**src/rtl/pipe_ctrl_pkg.sv**
```systemverilog
// rtl/pipe_ctrl_pkg.sv - shared types and constants for the pipeline hazard controller
package pipe_ctrl_pkg;

    localparam int REG_W = 5;
    localparam logic [REG_W-1:0] REG_ZERO = 5'd0;

    typedef enum logic {
        IDLE = 1'b0,
        BUSY = 1'b1
    } mdu_state_t;

endpackage

```
**src/rtl/mdu_busy_timer.sv**
```systemverilog
// rtl/mdu_busy_timer.sv - tracks the window in which HI/LO results are still pending
module mdu_busy_timer
    import pipe_ctrl_pkg::*;
#(
    parameter int MDU_LATENCY = 4
) (
    input  logic clock,
    input  logic reset,
    input  logic start,
    output logic busy
);

    mdu_state_t state, state_nxt;
    logic [3:0] cnt, cnt_nxt;

    // State and down-counter registers; reset may hit mid-BUSY and drops straight to IDLE
    always_ff @(posedge clock or posedge reset) begin
        if (reset) begin
            state <= IDLE;
            cnt   <= 4'd0;
        end else begin
            state <= state_nxt;
            cnt   <= cnt_nxt;
        end
    end

    // Next state: load latency on issue, count down, leave BUSY when the last cycle is reached
    always_comb begin
        state_nxt = state;
        cnt_nxt   = cnt;
        case (state)
            IDLE: begin
                cnt_nxt = 4'd0;
                if (start) begin
                    state_nxt = BUSY;
                    cnt_nxt   = 4'(MDU_LATENCY);
                end
            end
            BUSY: begin
                if (cnt <= 4'd1) begin
                    state_nxt = IDLE;
                    cnt_nxt   = 4'd0;
                end else begin
                    cnt_nxt = cnt - 4'd1;
                end
            end
            default: begin
                state_nxt = IDLE;
                cnt_nxt   = 4'd0;
            end
        endcase
    end

    assign busy = (state == BUSY);

endmodule

```
**src/rtl/pipe_hazard_controller.sv**
```systemverilog
// rtl/pipe_hazard_controller.sv - load-use and MDU interlock with stall performance counter
module pipe_hazard_controller
    import pipe_ctrl_pkg::*;
#(
    parameter int MDU_LATENCY = 4,
    parameter int PERF_W      = 16
) (
    input  logic             clock,
    input  logic             reset,
    input  logic [REG_W-1:0] ID_rs,
    input  logic [REG_W-1:0] ID_rt,
    input  logic             ID_uses_rs,
    input  logic             ID_uses_rt,
    input  logic             ID_mdu_op,
    input  logic             ID_hilo_read,
    input  logic             EXE_wreg,
    input  logic             EXE_m2reg,
    input  logic [REG_W-1:0] EXE_write_reg_number,
    output logic             wpcir,
    output logic             bubble,
    output logic             mdu_start,
    output logic             mdu_busy,
    output logic [PERF_W-1:0] stall_cycles
);

    logic load_use;
    logic mdu_hz;
    logic stall;

    // A load in EXE cannot forward its data yet; r0 is hardwired and never a real dependency
    always_comb begin
        load_use = EXE_wreg & EXE_m2reg & (EXE_write_reg_number != REG_ZERO) &
                   ((ID_uses_rs & (EXE_write_reg_number == ID_rs)) |
                    (ID_uses_rt & (EXE_write_reg_number == ID_rt)));
        mdu_hz   = mdu_busy & (ID_hilo_read | ID_mdu_op);
        stall    = load_use | mdu_hz;
    end

    assign wpcir     = ~stall;
    assign bubble    = stall;
    assign mdu_start = ID_mdu_op & ~stall;

    mdu_busy_timer #(
        .MDU_LATENCY(MDU_LATENCY)
    ) u_timer (
        .clock(clock),
        .reset(reset),
        .start(mdu_start),
        .busy (mdu_busy)
    );

    // Saturating count of held cycles so long runs never wrap back to a small value
    always_ff @(posedge clock or posedge reset) begin
        if (reset) begin
            stall_cycles <= '0;
        end else if (stall && (stall_cycles != {PERF_W{1'b1}})) begin
            stall_cycles <= stall_cycles + 1'b1;
        end
    end

endmodule

```
**config.mk**
```make
export PLATFORM = sky130hd
export DESIGN_NAME = pipe_hazard_controller
export DESIGN_NICKNAME = d
export VERILOG_FILES = /design/src/rtl/pipe_ctrl_pkg.sv /design/src/rtl/mdu_busy_timer.sv /design/src/rtl/pipe_hazard_controller.sv
export SDC_FILE = /design/constraint.sdc
export NUM_CORES = 1
export LEC_CHECK = 0
export ABC_AREA = 1
export BUFFER_PORTS_ARGS = -buffer_cell sky130_fd_sc_hd__clkbuf_2
export CORE_MARGIN = 2
export CORE_UTILIZATION = 56
export DETAILED_ROUTE_END_ITERATION = 10
export GPL_TIMING_DRIVEN = 0
export PLACE_DENSITY_LB_ADDON = 0.1
export SYNTH_ARGS = -nofsm -noshare
export SYNTH_HDL_FRONTEND = slang
export SYNTH_SLANG_ARGS = --single-unit
export TNS_END_PERCENT = 1
```
**constraint.sdc**
```tcl
create_clock -name clock -period 3 [get_ports clock]
set_input_delay 0.15 -clock clock [delete_from_list [all_inputs] [get_ports clock]]
set_output_delay 0.15 -clock clock [all_outputs]
set_load 0.01 [all_outputs]
```
==> metrics.csv, run 1 <==
metric,value,unit
status,"complete, no violations",
register area share after synthesis,33.41,%
Critical Path Start,u_timer.cnt[0]$_DFF_PP0_,
port bufs,42,
Critical Path Source Type,flip-flop,
syn_nets,245,
total core area,0.002710,mm²
area occupied by multi-input gates,877.1,µm²
synth top area cells,"dfrtp_1 (33%), nand2_1 (19%), nand3_2 (8.3%)",
Reg area,525.5,µm²
XOR/XNOR share of the synthesized area,4.455,%
full die area,0.003248,mm²
number of buffers added for setup after CTS,0,
DRC,0,
Die Y,57.00,µm
largest family of logic cells by synthesized area,simple AND/OR/NAND/NOR gates,
Post-Synthesis Cells,219,
slew of the pin with the lowest slew margin,0.7708,ns
CTS buffer count,3,
first-pass GRT wire length,5478,µm
critical path type,reg -> reg,
NumNets Final,293,
final period utilization,54.33,%
Antenna Nets Post-Route,0,
total power,0.001021,W
Synth top area share,33.41,%
routability congestion estimate,0.8356,
Hold Startpoint,ID_mdu_op,
leading area contributor after synthesis,dfrtp_1,
Place WS,1.398,ns
Crit path buffers/inverters,1,
hpwl dp,2401,µm
max incr delay on CP,0.52,ns
area delta synth->final,18.22,%
routed vias,1490,
DR vias/cell,5.017,
CTS tree,done,
Compound-Gate Fraction of Synth Area,2.148,%
minimum clock period,1.630,ns
Final WS setup,1.370,ns
antenna violations before repair,0,
Yosys warnings,0,
overflow left after global routing,0,
Post-Synth Simple-Gate Area,46.78,%
drt total wl,3078,µm
"CP delay by family, top",compound AO/OA/AOI/OAI gates,
cells along the critical path,inv_1 -> ha_1 -> nor2_1 -> o31ai_1 -> o21ai_0,
Final Hold Fails,0,
clk slew on worst S/H paths,0.12,ns
Post-Syn Area per Cell,7.182,µm²
share of layout cells above drive strength 1,30.08,%
vias in the first global route,1357,
number of synthesized register bits,21,
first drt pass iteration count,4,
largest net degree at the start of global routing,22,
"critical path fanouts, max",5,
Pleak,1.037,nW
FP Rows,19,
worst path required time,3.16,ns
Worst EP arrival,1.79,ns
n_diodes,0,
mux share of post-synthesis cell area,0,%
WL/cell,10.36,µm
mapped cell area,0.001573,mm²
slowest CP cell,o31ai_1,
pwr dens,549.3,mW/mm²
GRT Total Usage,21.03,%
Hold Crit Class,in -> reg,
DRT iter0 DRCs,72,
post-CTS sizing,0,
maximum VDD drop,470.0,µV
final cell count without fillers,297,
Final setup viols,0,
"most common cell after layout, fill and taps aside",nand2_1,
Fill cells,256,
TNS Setup,0,ns
Max Buffers Root-to-Sink,2,
worst r2r src,u_timer.cnt[0]$_DFF_PP0_,
Initial Util,58.03,%
CP Capture Type,flip-flop,
Post-Synth Adder-Cell Area,2.387,%
Worst-Skew Late Latency,0.31,ns
clk root buf,clkbuf_4,
most frequent cells in the layout,"nand2_1 (81), clkbuf_2 (42), inv_1 (26)",
die width,57.00,µm
"Slew Viols, Final",0,
final core utilization,68.61,%
Placed Cells,292,
final setup skew,0.005347,ns
H-tree levels,1,
worst rel slew slack,48.56,%
Max Cap Viol,0,
I/O Pins,43,
Peak Freq,613.6,MHz
CTS sink count,21,
RSZ-0062 raised after global routing,no,
Synth cell types,30,
per-stage QoR:
stage	hold slack, ns	instance area, µm²
2_1_floorplan	0.1265	1573
3_3_place_gp	0.3161	1822
3_5_place_dp	0.3196	1822
4_1_cts	0.1182	1859
5_1_grt	0.1216	1859
6_report	0.1386	1859
power breakdown:
part | switching [W] | internal [W] | total [W]
Combinational | 0.000267 | 0.000202 | 0.000468
Sequential | 0.0000687 | 0.000344 | 0.000413
Clock | 0.0000899 | 0.0000498 | 0.000140
Total | 0.000426 | 0.000596 | 0.00102
registers in the layout, indices dropped and copies added (netlist names):
register      flops
stall_cycles     16
u_timer.cnt       4
u_timer.busy      1
Yosys cell counts, drive strengths merged:
| library cell | number |
|---|---|
| nand2 | 86 |
| inv | 33 |
| nand3 | 24 |
| nor2 | 24 |
| dfrtp | 21 |
| xnor2 | 5 |
| nand4 | 4 |
| nor3 | 4 |
| buf | 3 |
| ha | 3 |
| xor2 | 3 |
| a21oi | 2 |
| nor4 | 2 |
| o21ai | 2 |
| and3 | 1 |
| o22ai | 1 |
| o31ai | 1 |
path summary, 6_finish.rpt:
path,endpoint,slack (ns),cells after the start
max,u_timer.busy$_DFF_PP0_,1.37,5
min,u_timer.cnt[2]$_DFF_PP0_,0.14,3
max reg2reg,u_timer.busy$_DFF_PP0_,1.37,5
min reg2reg,u_timer.cnt[0]$_DFF_PP0_,0.47,1
max in group asynchronous,stall_cycles[3]$_DFFE_PP0P_,2.03,3
min in group asynchronous,stall_cycles[10]$_DFFE_PP0P_,0.49,3
worst reg2reg max path: stages, from the launching register on:
cell	delay, ns
dfrtp_1	0.42
inv_1	0.10
ha_1	0.19
nor2_1	0.05
o31ai_1	0.52
o21ai_0	0.20
logic make-up (layout without fill, tap and decap cells):
| family | after synthesis | count (layout) |
|---|---|---|
| and+or+nand+nor | 145 | 145 |
| DFF | 21 | 21 |
| buffers and inverters | 36 | 83 |
| adders and majority gates | 3 | 3 |
| AOI/OAI and AO/OA | 6 | 6 |
| xor gates and xnor gates | 8 | 8 |
what timing repair did:
action                                  4_1_cts  5_1_grt
endpoints found under the hold margin        21        0
endpoints found under the setup margin        0        0
hold buffers                                  1        0
layout make-up:
cell class / count / share of cell area, %
tap: 31 / 2.086
sequential: 21 / 28.26
multi-input combinational: 162 / 47.17
buffer: 3 / 2.490
clock inverter: 1 / 0.2692
clock buffer: 3 / 1.211
inverter: 33 / 6.662
timing repair buffer: 43 / 11.84
layer usage:
layer | GRT usage [%] | wire, µm
met1 | 24.89 | 1383
met2 | 39.08 | 1498
met3 | 2.721 | 162
met4 | 6.977 | 34
met5 | 0 | 0
(Power assumes the default switching activity.)
==> run 2: changes to the inputs <==
Settings changed: CORE_UTILIZATION 56 to 52.
Clock period 3 ns to 1.6 ns, I/O delays scaled along.
==> run 2 against run 1 <==
Effect of this change:
- via count shrank 1.6%
- largest power group unchanged
- critical endpoint is now stall_cycles[4]$_DFFE_PP0P_
- die area grew 7.1%
- clock power grew 94%
- wire length grew 0.16%
- power grew 98%
- largest cell class unchanged
- non-clock buffer count grew 4
==> metrics.csv, run 2 (synthesized netlist as in run 1, its figures left out) <==
metric,value,unit
status,"complete, no violations",
port bufs,42,
Worst-Skew Late Latency,0.32,ns
first drt pass iteration count,4,
pwr dens,1056,mW/mm²
routability congestion estimate,0.8166,
Fin Hold WS,0.06373,ns
worst reg2reg path endpoint,stall_cycles[4]$_DFFE_PP0P_,
final setup skew,0.01116,ns
Worst EP arrival,1.74,ns
CP Capture Type,flip-flop,
"Slew Viols, Final",0,
critical path type,reg -> reg,
clk root buf,clkbuf_4,
hpwl dp,2388,µm
maximum VDD drop,1043,µV
overflow left after global routing,0,
CTS sink count,21,
worst rel slew slack,49.02,%
Max Cap Viol,0,
TNS Setup,0,ns
worst path required time,1.81,ns
clk slew on worst S/H paths,0.12,ns
total core area,0.002805,mm²
n_diodes,0,
RSZ-0062 raised after global routing,yes,
die width,59.00,µm
Pleak,1.057,nW
final core utilization,68.29,%
Initial Util,56.07,%
Final setup viols,0,
worst r2r src,stall_cycles[0]$_DFFE_PP0P_,
Die Y,59.00,µm
WL/cell,10.24,µm
full die area,0.003480,mm²
"most common cell after layout, fill and taps aside",nand2_1,
CTS tree,done,
first-pass GRT wire length,5375,µm
Antenna Nets Post-Route,0,
largest net degree at the start of global routing,22,
Final Instance Area,0.001916,mm²
crit path to,stall_cycles[4]$_DFFE_PP0P_,
minimum clock period,1.528,ns
DR vias/cell,4.870,
Hold Startpoint,ID_mdu_op,
H-tree levels,1,
Peak Freq,654.4,MHz
I/O Pins,43,
area delta synth->final,21.80,%
Max Buffers Root-to-Sink,2,
Hold Crit Class,in -> reg,
slew of the pin with the lowest slew margin,0.7639,ns
most frequent cells in the layout,"nand2_1 (81), clkbuf_2 (42), inv_1 (26)",
NumNets Final,297,
final period utilization,95.50,%
max reg flops,16,
routed vias,1466,
share of layout cells above drive strength 1,32.59,%
Final Hold Fails,0,
Largest Register,stall_cycles,
reg2reg path depth,7,
CTS buffer count,3,
GRT Total Usage,19.80,%
antenna violations before repair,0,
drt total wl,3083,µm
R2R Setup Slk,0.07,ns
DRT iter0 DRCs,38,
FP Rows,19,
Critical Path Start,stall_cycles[0]$_DFFE_PP0P_,
DRC,0,
Post-DP Area,0.001822,mm²
Critical Path Source Type,flip-flop,
"critical path fanouts, max",10,
total power,0.002024,W
vias in the first global route,1296,
-- run 2: metrics by stage --
step / setup slack (ns) / cells
after floorplan: 0.1195 / 219
final: 0.07199 / 301
after CTS: 0.01345 / 297
after detailed placement: 0.03998 / 292
after global routing: -0.05286 / 301
after global placement: 0.05202 / 292
-- run 2: metal layers --
layer | global-route usage, % | part of all wire (%)
met5 | 0 | 0
met4 | 3.896 | 0.97
met3 | 3.712 | 4.4
met2 | 34.29 | 48
met1 | 25.95 | 47
-- run 2: critical path, cell delays in order, from the launching register on --
cell and delay (ns):
dfrtp_1 0.44, ha_4 0.17, nand3_2 0.13, nor2_4 0.20, nand4_4 0.17, buf_6 0.20, nand3_2 0.07, nand2_1 0.05
-- run 2: area by class of cell --
cell class | instances | area, µm²
Clock buffer | 3 | 22.52
Timing Repair Buffer | 47 | 250.2
Inverter | 33 | 123.9
Clock inverter | 1 | 5.005
Fill cell | 259 | 889.6
Multi-Input combinational cell | 162 | 902.1
Buffer | 3 | 46.29
Sequential cell | 21 | 526.8
Tap cell | 31 | 38.79
-- run 2: timing repair --
item                                    CTS  global route
buffers inserted                          0             4
resized for setup                         0             6
endpoints found under the setup margin    0            18
hold endpoints to repair                 21             0
hold buffers                              1             0
-- run 2: worst min-delay path by stage --
stage / to / slack (ns) / cells past startpoint
floorplan: stall_cycles[0]$_DFFE_PP0P_ / 0.06 / 1
global placement: u_timer.cnt[0]$_DFF_PP0_ / 0.25 / 2
detailed placement: u_timer.cnt[1]$_DFF_PP0_ / 0.24 / 2
CTS: u_timer.busy$_DFF_PP0_ / 0.06 / 3
global route: u_timer.cnt[2]$_DFF_PP0_ / 0.06 / 3
finish: u_timer.busy$_DFF_PP0_ / 0.06 / 3
-- run 2: power by group --
group | switching (W) | internal, W
registers | 0.000136 | 0.000648
logic | 0.000521 | 0.000446
clock network | 0.000179 | 0.0000936
